--- config.mk ---
export PLATFORM = sky130hd
export DESIGN_NAME = pq_drain_flat
export DESIGN_NICKNAME = d
export VERILOG_FILES = /design/src/rtl/pq_drain_if.sv /design/src/rtl/pq_drain.sv /design/src/flat_wrapper.sv
export SDC_FILE = /design/constraint.sdc
export NUM_CORES = 1
export LEC_CHECK = 0
export CORE_ASPECT_RATIO = 1.1
export CORE_MARGIN = 2
export CORE_UTILIZATION = 44
export DETAILED_ROUTE_END_ITERATION = 8
export HOLD_SLACK_MARGIN = 0.03
export PLACE_DENSITY_LB_ADDON = 0.3
export SLEW_MARGIN = 30
export SYNTH_ARGS = -nofsm -noshare
export SYNTH_HDL_FRONTEND = slang
export SYNTH_SLANG_ARGS = --single-unit
--- constraint.sdc ---
create_clock -name ck -period 7.9 [get_ports ck]
set_clock_uncertainty 0.15 [all_clocks]
set_input_delay 1.185 -clock ck [delete_from_list [all_inputs] [get_ports ck]]
set_output_delay 1.185 -clock ck [all_outputs]
set_load 0.005 [all_outputs]
--- src/rtl/pq_drain_if.sv ---
// Output-side valid/ready stream carrying values popped from the priority queue.
// The master drives data/valid and the slave drives ready.
interface pq_drain_if #(
   parameter int W = 8
);
   logic [W-1:0] out_data;
   logic         out_valid;
   logic         out_ready;

   modport master (output out_data, output out_valid, input out_ready);
   modport slave  (input out_data, input out_valid, output out_ready);
endinterface

--- src/rtl/pq_drain.sv ---
// Drains the priority queue into a small output FIFO.
// Tracks count, running sum and a sticky ordering-error flag per drain.
module pq_drain #(
   parameter int W      = 8,
   parameter int DEPTH  = 6,
   parameter int FDEPTH = 4
) (
   input  logic           ck,
   input  logic           r,
   input  logic           start,
   input  logic [W-1:0]   top,
   output logic           shiftOut,
   pq_drain_if.master     dout,
   output logic           busy,
   output logic           done,
   output logic [2:0]     count,
   output logic [W+2:0]   sum,
   output logic           order_err
);

   localparam int PW = $clog2(FDEPTH);

   typedef enum logic [1:0] {IDLE, DRAIN, FLUSH, DONE} state_t;

   state_t        state_q, state_d;
   logic [W-1:0]  mem_q [FDEPTH];
   logic [W-1:0]  mem_d [FDEPTH];
   logic [PW-1:0] wr_ptr_q, wr_ptr_d;
   logic [PW-1:0] rd_ptr_q, rd_ptr_d;
   logic [PW:0]   occ_q, occ_d;
   logic [2:0]    count_q, count_d;
   logic [W+2:0]  sum_q, sum_d;
   logic          err_q, err_d;
   logic [W-1:0]  prev_q, prev_d;

   logic fifo_full;
   logic fifo_rd;
   logic pop;

   // A pop may proceed into a full FIFO when the head is read in the same cycle.
   always_comb begin
      fifo_full = (occ_q == (PW+1)'(FDEPTH));
      fifo_rd   = (occ_q != '0) && dout.out_ready;
      pop       = (state_q == DRAIN) && (top != '0) &&
                  (count_q < 3'(DEPTH)) && (!fifo_full || fifo_rd);
   end

   always_comb begin
      state_d  = state_q;
      mem_d    = mem_q;
      wr_ptr_d = wr_ptr_q;
      rd_ptr_d = rd_ptr_q;
      occ_d    = occ_q;
      count_d  = count_q;
      sum_d    = sum_q;
      err_d    = err_q;
      prev_d   = prev_q;

      case (state_q)
         IDLE: begin
            if (start) begin
               state_d = DRAIN;
               count_d = '0;
               sum_d   = '0;
               err_d   = 1'b0;
               prev_d  = '1;
            end
         end
         DRAIN: begin
            if (pop) begin
               count_d = count_q + 3'd1;
               sum_d   = sum_q + (W+3)'(top);
               prev_d  = top;
               if (top > prev_q) begin
                  err_d = 1'b1;
               end
            end
            // Exit uses the post-pop count so no pop is issued beyond DEPTH.
            if ((top == '0) || (count_d == 3'(DEPTH))) begin
               state_d = FLUSH;
            end
         end
         FLUSH: begin
            if (occ_q == '0) begin
               state_d = DONE;
            end
         end
         DONE: begin
            state_d = IDLE;
         end
         default: begin
            state_d = IDLE;
         end
      endcase

      if (pop) begin
         mem_d[wr_ptr_q] = top;
         wr_ptr_d        = wr_ptr_q + PW'(1);
      end
      if (fifo_rd) begin
         rd_ptr_d = rd_ptr_q + PW'(1);
      end
      occ_d = occ_q + {{PW{1'b0}}, pop} - {{PW{1'b0}}, fifo_rd};
   end

   always_ff @(posedge ck or posedge r) begin
      if (r) begin
         state_q  <= IDLE;
         mem_q    <= '{default: '0};
         wr_ptr_q <= '0;
         rd_ptr_q <= '0;
         occ_q    <= '0;
         count_q  <= '0;
         sum_q    <= '0;
         err_q    <= 1'b0;
         prev_q   <= '1;
      end else begin
         state_q  <= state_d;
         mem_q    <= mem_d;
         wr_ptr_q <= wr_ptr_d;
         rd_ptr_q <= rd_ptr_d;
         occ_q    <= occ_d;
         count_q  <= count_d;
         sum_q    <= sum_d;
         err_q    <= err_d;
         prev_q   <= prev_d;
      end
   end

   assign shiftOut       = pop;
   assign busy           = (state_q != IDLE);
   assign done           = (state_q == DONE);
   assign count          = count_q;
   assign sum            = sum_q;
   assign order_err      = err_q;
   assign dout.out_valid = (occ_q != '0);
   assign dout.out_data  = (occ_q != '0) ? mem_q[rd_ptr_q] : '0;

endmodule
--- src/flat_wrapper.sv ---
// flat-port wrapper written by rule: the top's interface ports become plain ports
module pq_drain_flat 
#(
   parameter int W      = 8,
   parameter int DEPTH  = 6,
   parameter int FDEPTH = 4
)
  (ck, r, start, top, shiftOut, busy, done, count, sum, order_err, dout_out_data, dout_out_valid, dout_out_ready);
  pq_drain_if #(.W(W)) dout_i ();
  input  logic ck;
  input  logic r;
  input  logic start;
  input  logic [W-1:0] top;
  output logic shiftOut;
  output logic busy;
  output logic done;
  output logic [2:0] count;
  output logic [W+2:0] sum;
  output logic order_err;
  output wire logic [$bits(dout_i.out_data)-1:0] dout_out_data;
  output wire logic [$bits(dout_i.out_valid)-1:0] dout_out_valid;
  input wire logic [$bits(dout_i.out_ready)-1:0] dout_out_ready;
  assign dout_out_data = dout_i.out_data;
  assign dout_out_valid = dout_i.out_valid;
  assign dout_i.out_ready = dout_out_ready;
  pq_drain #(.W(W), .DEPTH(DEPTH), .FDEPTH(FDEPTH)) u_core (.ck(ck), .r(r), .start(start), .top(top), .shiftOut(shiftOut), .dout(dout_i), .busy(busy), .done(done), .count(count), .sum(sum), .order_err(order_err));
endmodule
==> results of run 1 <==
[area by class of cell]
cell class / instances / share of cell area
Clock buffer: 10 / 0.02910
Multi-Input combinational cell: 207 / 0.4465
Timing Repair Buffer: 40 / 0.09016
Tap cell: 111 / 0.03167
Clock inverter: 6 / 0.01369
Inverter: 23 / 0.02140
Sequential cell: 64 / 0.3675
[path summary, 6_finish.rpt]
check,start,to,slack [ns],depth (start not counted)
min in group asynchronous,r,u_core.occ_q[1],1.26,3
max in group asynchronous,r,u_core.mem_q[16],5.80,3
max,top[4],shiftOut,3.07,6
min,u_core.sum[10],u_core.sum[10],0.33,1
max reg2reg,u_core.state_q[1],u_core.occ_q[2],5.08,11
min reg2reg,u_core.sum[10],u_core.sum[10],0.33,1
[power by group]
part           internal (uW)  switching [uW]  total (uW)
clock                    144             130         274
sequential               499             123         622
combinational            548             388         936
total                   1190             642        1830
[per-stage QoR]
stage	instances	area [um^2]
global route	461	4385
floorplan	303	3715
finish	461	4385
CTS	461	4385
global placement	445	4198
detailed placement	445	4198
[synthesized netlist by cell type (3+ instances only)]
library cell  number
a21o_1             3
a21oi_1            9
a22o_1             3
a31oi_1            6
and2_1             9
clkbuf_1           4
dfrtp_1           56
dfstp_2            8
ha_1              28
inv_1             22
mux2_4            32
mux2i_1            3
mux4_2             8
nand2_1           16
nand2_8            4
nand3_1            9
nor2_1            11
o21a_1             3
o21ai_0           20
xnor2_1            7
xor2_1             3
[worst reg2reg max path: cells and delay by family, from the launching register on]
kind | cells | cell delay, ns
fa+ha+maj | 4 | 1.19
compound gates | 1 | 0.13
buf+inv | 3 | 0.22
xor+xnor | 2 | 0.31
flops | 1 | 0.41
simple gates | 1 | 0.35
[state kept, by name, indices dropped and copies added (netlist names)]
| name | flops |
|---|---|
| u_core.state_q | 2 |
| u_core.prev_q | 8 |
| u_core.occ_q | 3 |
| u_core.count | 3 |
| u_core.rd_ptr_q | 2 |
| u_core.wr_ptr_q | 2 |
| u_core.sum | 11 |
| u_core.order_err | 1 |
| u_core.mem_q | 32 |
[kinds of logic (layout without fill, tap and decap cells)]
family	Yosys count	after routing	share of synthesized area
DFF	64	64	0.4338
muxes	44	44	0.1890
adders and majority gates	30	30	0.1051
buffers and inverters	32	79	0.03907
xor gates and xnor gates	10	10	0.02358
and+or+nand+nor	67	67	0.1112
AOI/OAI and AO/OA	56	56	0.09835
[cells in the final DEF, fill, tap and decap left out, types with 3 or more instances in the layout]
cell,Yosys,layout
clkdlybuf4s50_1,0,38
mux2i_1,3,3
and2_1,9,9
mux2_4,32,32
dfstp_2,8,8
nand2_1,16,16
nor2_1,11,11
o21ai_0,20,20
ha_1,28,28
nand2_8,4,4
clkinv_2,0,3
a31oi_1,6,6
a22o_1,3,3
nand3_1,9,9
xor2_1,3,3
inv_1,22,21
clkbuf_8,0,9
xnor2_1,7,7
a21oi_1,9,9
mux4_2,8,8
dfrtp_1,56,56
o21a_1,3,3
a21o_1,3,3
[routing by layer]
metal  vias to the layer above  global-route usage
met5                         -                   0
li1                       1166                   -
met1                      1232              0.2407
met3                        17             0.02928
met2                        62              0.2704
met4                         0             0.09324
==> results.cfg, run 1 <==
[cts]
cts_buffer_depth = 2
postCtsResizedCells = 0
cts_sinks = 64
holdBufCountCts = 0
numCtsBuffers = 9
clk-insertion-delay-late_ns = 0.34
post_cts_buffers = 0
htreeDepth = 3
cts.reportedPaths.clkPinSlew_ns = 0.07
cts-root-buf = clkbuf_8
cts_tree = built

[floorplan]
fp.dieArea_um2 = 9195
ios = 39
floorplan.initialDensity = 0.4488
floorplan.rows = 35
die_x_um = 91.61
die_h_um = 100.4
core-area_um2 = 8277

[finish]
area_growth_pct = 18.05
final_core_utilization = 0.5299
diodes = 0
final_layout_size_suffix_gt1_frac = 0.2229
nets = 387
nFillCells = 698
multi_input_area_um2 = 1958
seq_area_um2 = 1612

[drt]
top_layer = met4
met1Wirelength_um = 3564
via_count = 2477
firstDrtPassIters = 4
wl_per_cell_um = 16.02
drc = 0
first_iter_violations = 125
wl_met3_um = 271
finalWirelength_um = 7387
viasPerCell = 5.373
detail-route-antenna-nets = 0
wl_met2_um = 3351

[critical_path]
crit_path_end_kind = output port
path_buf_inv = 3
arrival_ns = 3.50
crit_fanout = 8
required_ns = 6.57
cpLargestDelayFamily = buffers and inverters
critPathLaunchType = primary input
cp_cell_sequence = clkdlybuf4s50_1 > or4_4 > o21ai_4 > or2_1 > inv_8 > clkdlybuf4s50_1
crit_path_frequent_cell = clkdlybuf4s50_1
cpPeakStageDelay_ns = 0.62
critPathKind = in -> out
slowest_stage = or4_4

[global_routing]
antenna_found_initial = 0
grtUsageTotal = 0.1762
grt_pass1_wl_um = 12520
grt_max_degree = 65
overflow = 0
grt_pass1_vias = 2561

[yosys]
synth_flop_cell = dfrtp_1
netlist_top_cells_area = dfrtp_1 (38%), mux2_4 (13%), ha_1 (9.4%)
syn_avg_cell_area_um2 = 12.26
synth_top_area_cell = dfrtp_1
synth_area_um2 = 3715
syn_nets = 345
synthCells = 303
synth_cell_types = 50
synth_top_area_frac = 0.3772
synth_seq_area_share = 0.4338
synthArstFlopShare = 1.000
yosysWarnings = 0
synth-seq-cells = 64
synth-edff-count = 0

[sta]
timing.setup.tns_ns = 0
timing.final.crit_period_ns = 4.831
hold_ws_ns = 0.3342
fmax_mhz = 207.0
setup_violations = 0
max_slew_margin = 0.4520
grt_setup_unrepaired = no
hold_violations = 0
tightest_slew_ns = 0.8219
slew_viol_final = 0
fin_crit_sh = 0.6115
setup_ws_ns = 3.069

[placed_design]
pre_cts_slack_ns = 3.052
place.detailed.hpwl_um = 5112
io_buffers = 38
routabilityCongestion = 0.8662

[power]
vdd_ir_drop_max_uv = 154.4
p_leak_uw = 0.002036
power.total_uw = 1833
power_density_nw_per_um2 = 418.0

[hold_path]
hold_path.class = reg -> reg

[outcome]
outcome = finished clean

[flow_run]
max-cap-violations = 0
No activity file was read; power rests on OpenSTA's default activity.
==> inputs of run 2 (changes only) <==
==> constraint.sdc (replaced) <==
create_clock -name ck -period 5 [get_ports ck]
set_clock_uncertainty 0.15 [all_clocks]
set_input_delay 0.75 -clock ck [delete_from_list [all_inputs] [get_ports ck]]
set_output_delay 0.75 -clock ck [all_outputs]
set_load 0.005 [all_outputs]
==> run 2 against run 1 <==
  * Hold slack gained 0.0083 ns
  * Worst setup slack lost 2.0 ns
  * Clock-buffer cell count grew 3
  * Critical path type unchanged
==> results.cfg, run 2 (synthesis gave the netlist of run 1 again) <==
[placed_design]
dp.cells = 444
routabilityCongestion = 0.8726
io_buffers = 38
place.detailed.hpwl_um = 5273

[sta]
timing.final.crit_period_ns = 3.961
fin_crit_sh = 0.7922
timing.setup.tns_ns = 0
max_slew_margin = 0.5457
tightest_slew_ns = 0.6778
grt_setup_unrepaired = no
setup_violations = 0
fmax_mhz = 252.5
slew_viol_final = 0
hold_violations = 0

[flow_run]
max-cap-violations = 0

[power]
vdd_ir_drop_max_uv = 285.8
p_leak_uw = 0.002043
power_density_nw_per_um2 = 662.8

[cts]
postCtsResizedCells = 0
cts.reportedPaths.clkPinSlew_ns = 0.07
holdBufCountCts = 0
cts_buffer_depth = 2
numCtsBuffers = 9
clk-insertion-delay-late_ns = 0.34
cts_sinks = 64
htreeDepth = 3
cts_tree = built
post_cts_buffers = 0
cts-root-buf = clkbuf_8

[critical_path]
reg2reg_to = u_core.occ_q[2]
critPathLaunchType = primary input
r2r_cells = 11
required_ns = 4.10
worstReg2RegStart = u_core.state_q[1]
critPathKind = in -> out
crit_path_end_kind = output port
crit_fanout = 8
arrival_ns = 3.06
r2r_setup_slack_ns = 2.20

[drt]
wl_met3_um = 270
wl_met2_um = 3377
firstDrtPassIters = 4
viasPerCell = 5.180
met1Wirelength_um = 3572
wl_per_cell_um = 15.93
detail-route-antenna-nets = 0
finalWirelength_um = 7329
top_layer = met4
first_iter_violations = 116
via_count = 2383
drc = 0

[outcome]
outcome = finished clean

[finish]
nFillCells = 696
area_growth_pct = 18.29
layout.cells.non_filler = 460
regMostFlops = u_core.mem_q
most-common-layout-cells = dfrtp_1 (56), clkdlybuf4s50_1 (38), mux2_4 (32), ha_1 (28), inv_1 (21)
final_layout_size_suffix_gt1_frac = 0.2206
final_common_cell = dfrtp_1
largest_register_ffs = 32
nets = 386
diodes = 0

[global_routing]
grtUsageTotal = 0.1759
antenna_found_initial = 0
grt_pass1_wl_um = 12520
grt_pass1_vias = 2476
overflow = 0
grt_max_degree = 39

[floorplan]
core-area_um2 = 8277
die_h_um = 100.4
die_x_um = 91.61
fp.dieArea_um2 = 9195
floorplan.rows = 35
floorplan.initialDensity = 0.4488
ios = 39

[hold_path]
hold_start = u_core.prev_q[3]
hold_path.class = reg -> reg
min_to = u_core.prev_q[3]
min_path_cells = 2
[run 2: cell types whose count changed in the layout (fill, tap and decap cells not counted), sizes merged]
cell      change
buf           -1
clkinv        -1
clkinvlp      -2
clkbuf        +3
[run 2: cell type report]
type | instances | area, um^2 | share of cell area
multi-input combinational | 207 | 1963 | 0.4468
sequential | 64 | 1612 | 0.3667
tap | 111 | 138.9 | 0.03161
timing repair buffer | 39 | 387.9 | 0.08827
clock inverter | 3 | 40.04 | 0.009112
inverter | 23 | 93.84 | 0.02136
clock buffer | 13 | 158.9 | 0.03616
[run 2: worst max-delay path by stage]
stage | from | endpoint | depth (start not counted)
after floorplan | top[0] | u_core.occ_q[2] | 11
after global routing | top[0] | shiftOut | 6
after detailed placement | top[0] | shiftOut | 6
after global placement | top[0] | shiftOut | 6
final | top[5] | shiftOut | 6
after CTS | top[0] | shiftOut | 6
[run 2: power by group]
group	switching, uW	total [uW]	leakage (uW)	internal, uW
registers	194	984	0.000771	789
logic	619	1480	0.00117	862
clock network	192	448	0.000103	256
[run 2: metrics by stage]
stage               power, uW  setup slack [ns]  hold WS (ns)  instance area, um^2    util
floorplan                2013             1.933        0.3142                 3715       -
global placement         2438             1.078        0.3163                 4190  0.5063
detailed placement       2486             1.013        0.3298                 4195  0.5069
CTS                      2945             1.015        0.3428                 4394  0.5309
global route             3143            0.9380        0.3648                 4394  0.5309
finish                   2912             1.039        0.3424                 4394  0.5309
[run 2: per-layer routing]
metal	GRT usage	vias up
li1	-	1158
met1	0.2458	1167
met2	0.2687	47
met3	0.04204	11
met4	0.06294	0
met5	0	-
[run 2: critical path: stages]
cell,delay (ns)
clkdlybuf4s50_1,0.59
or4_4,0.61
o21ai_4,0.21
or2_1,0.30
inv_8,0.12
clkdlybuf4s50_1,0.46
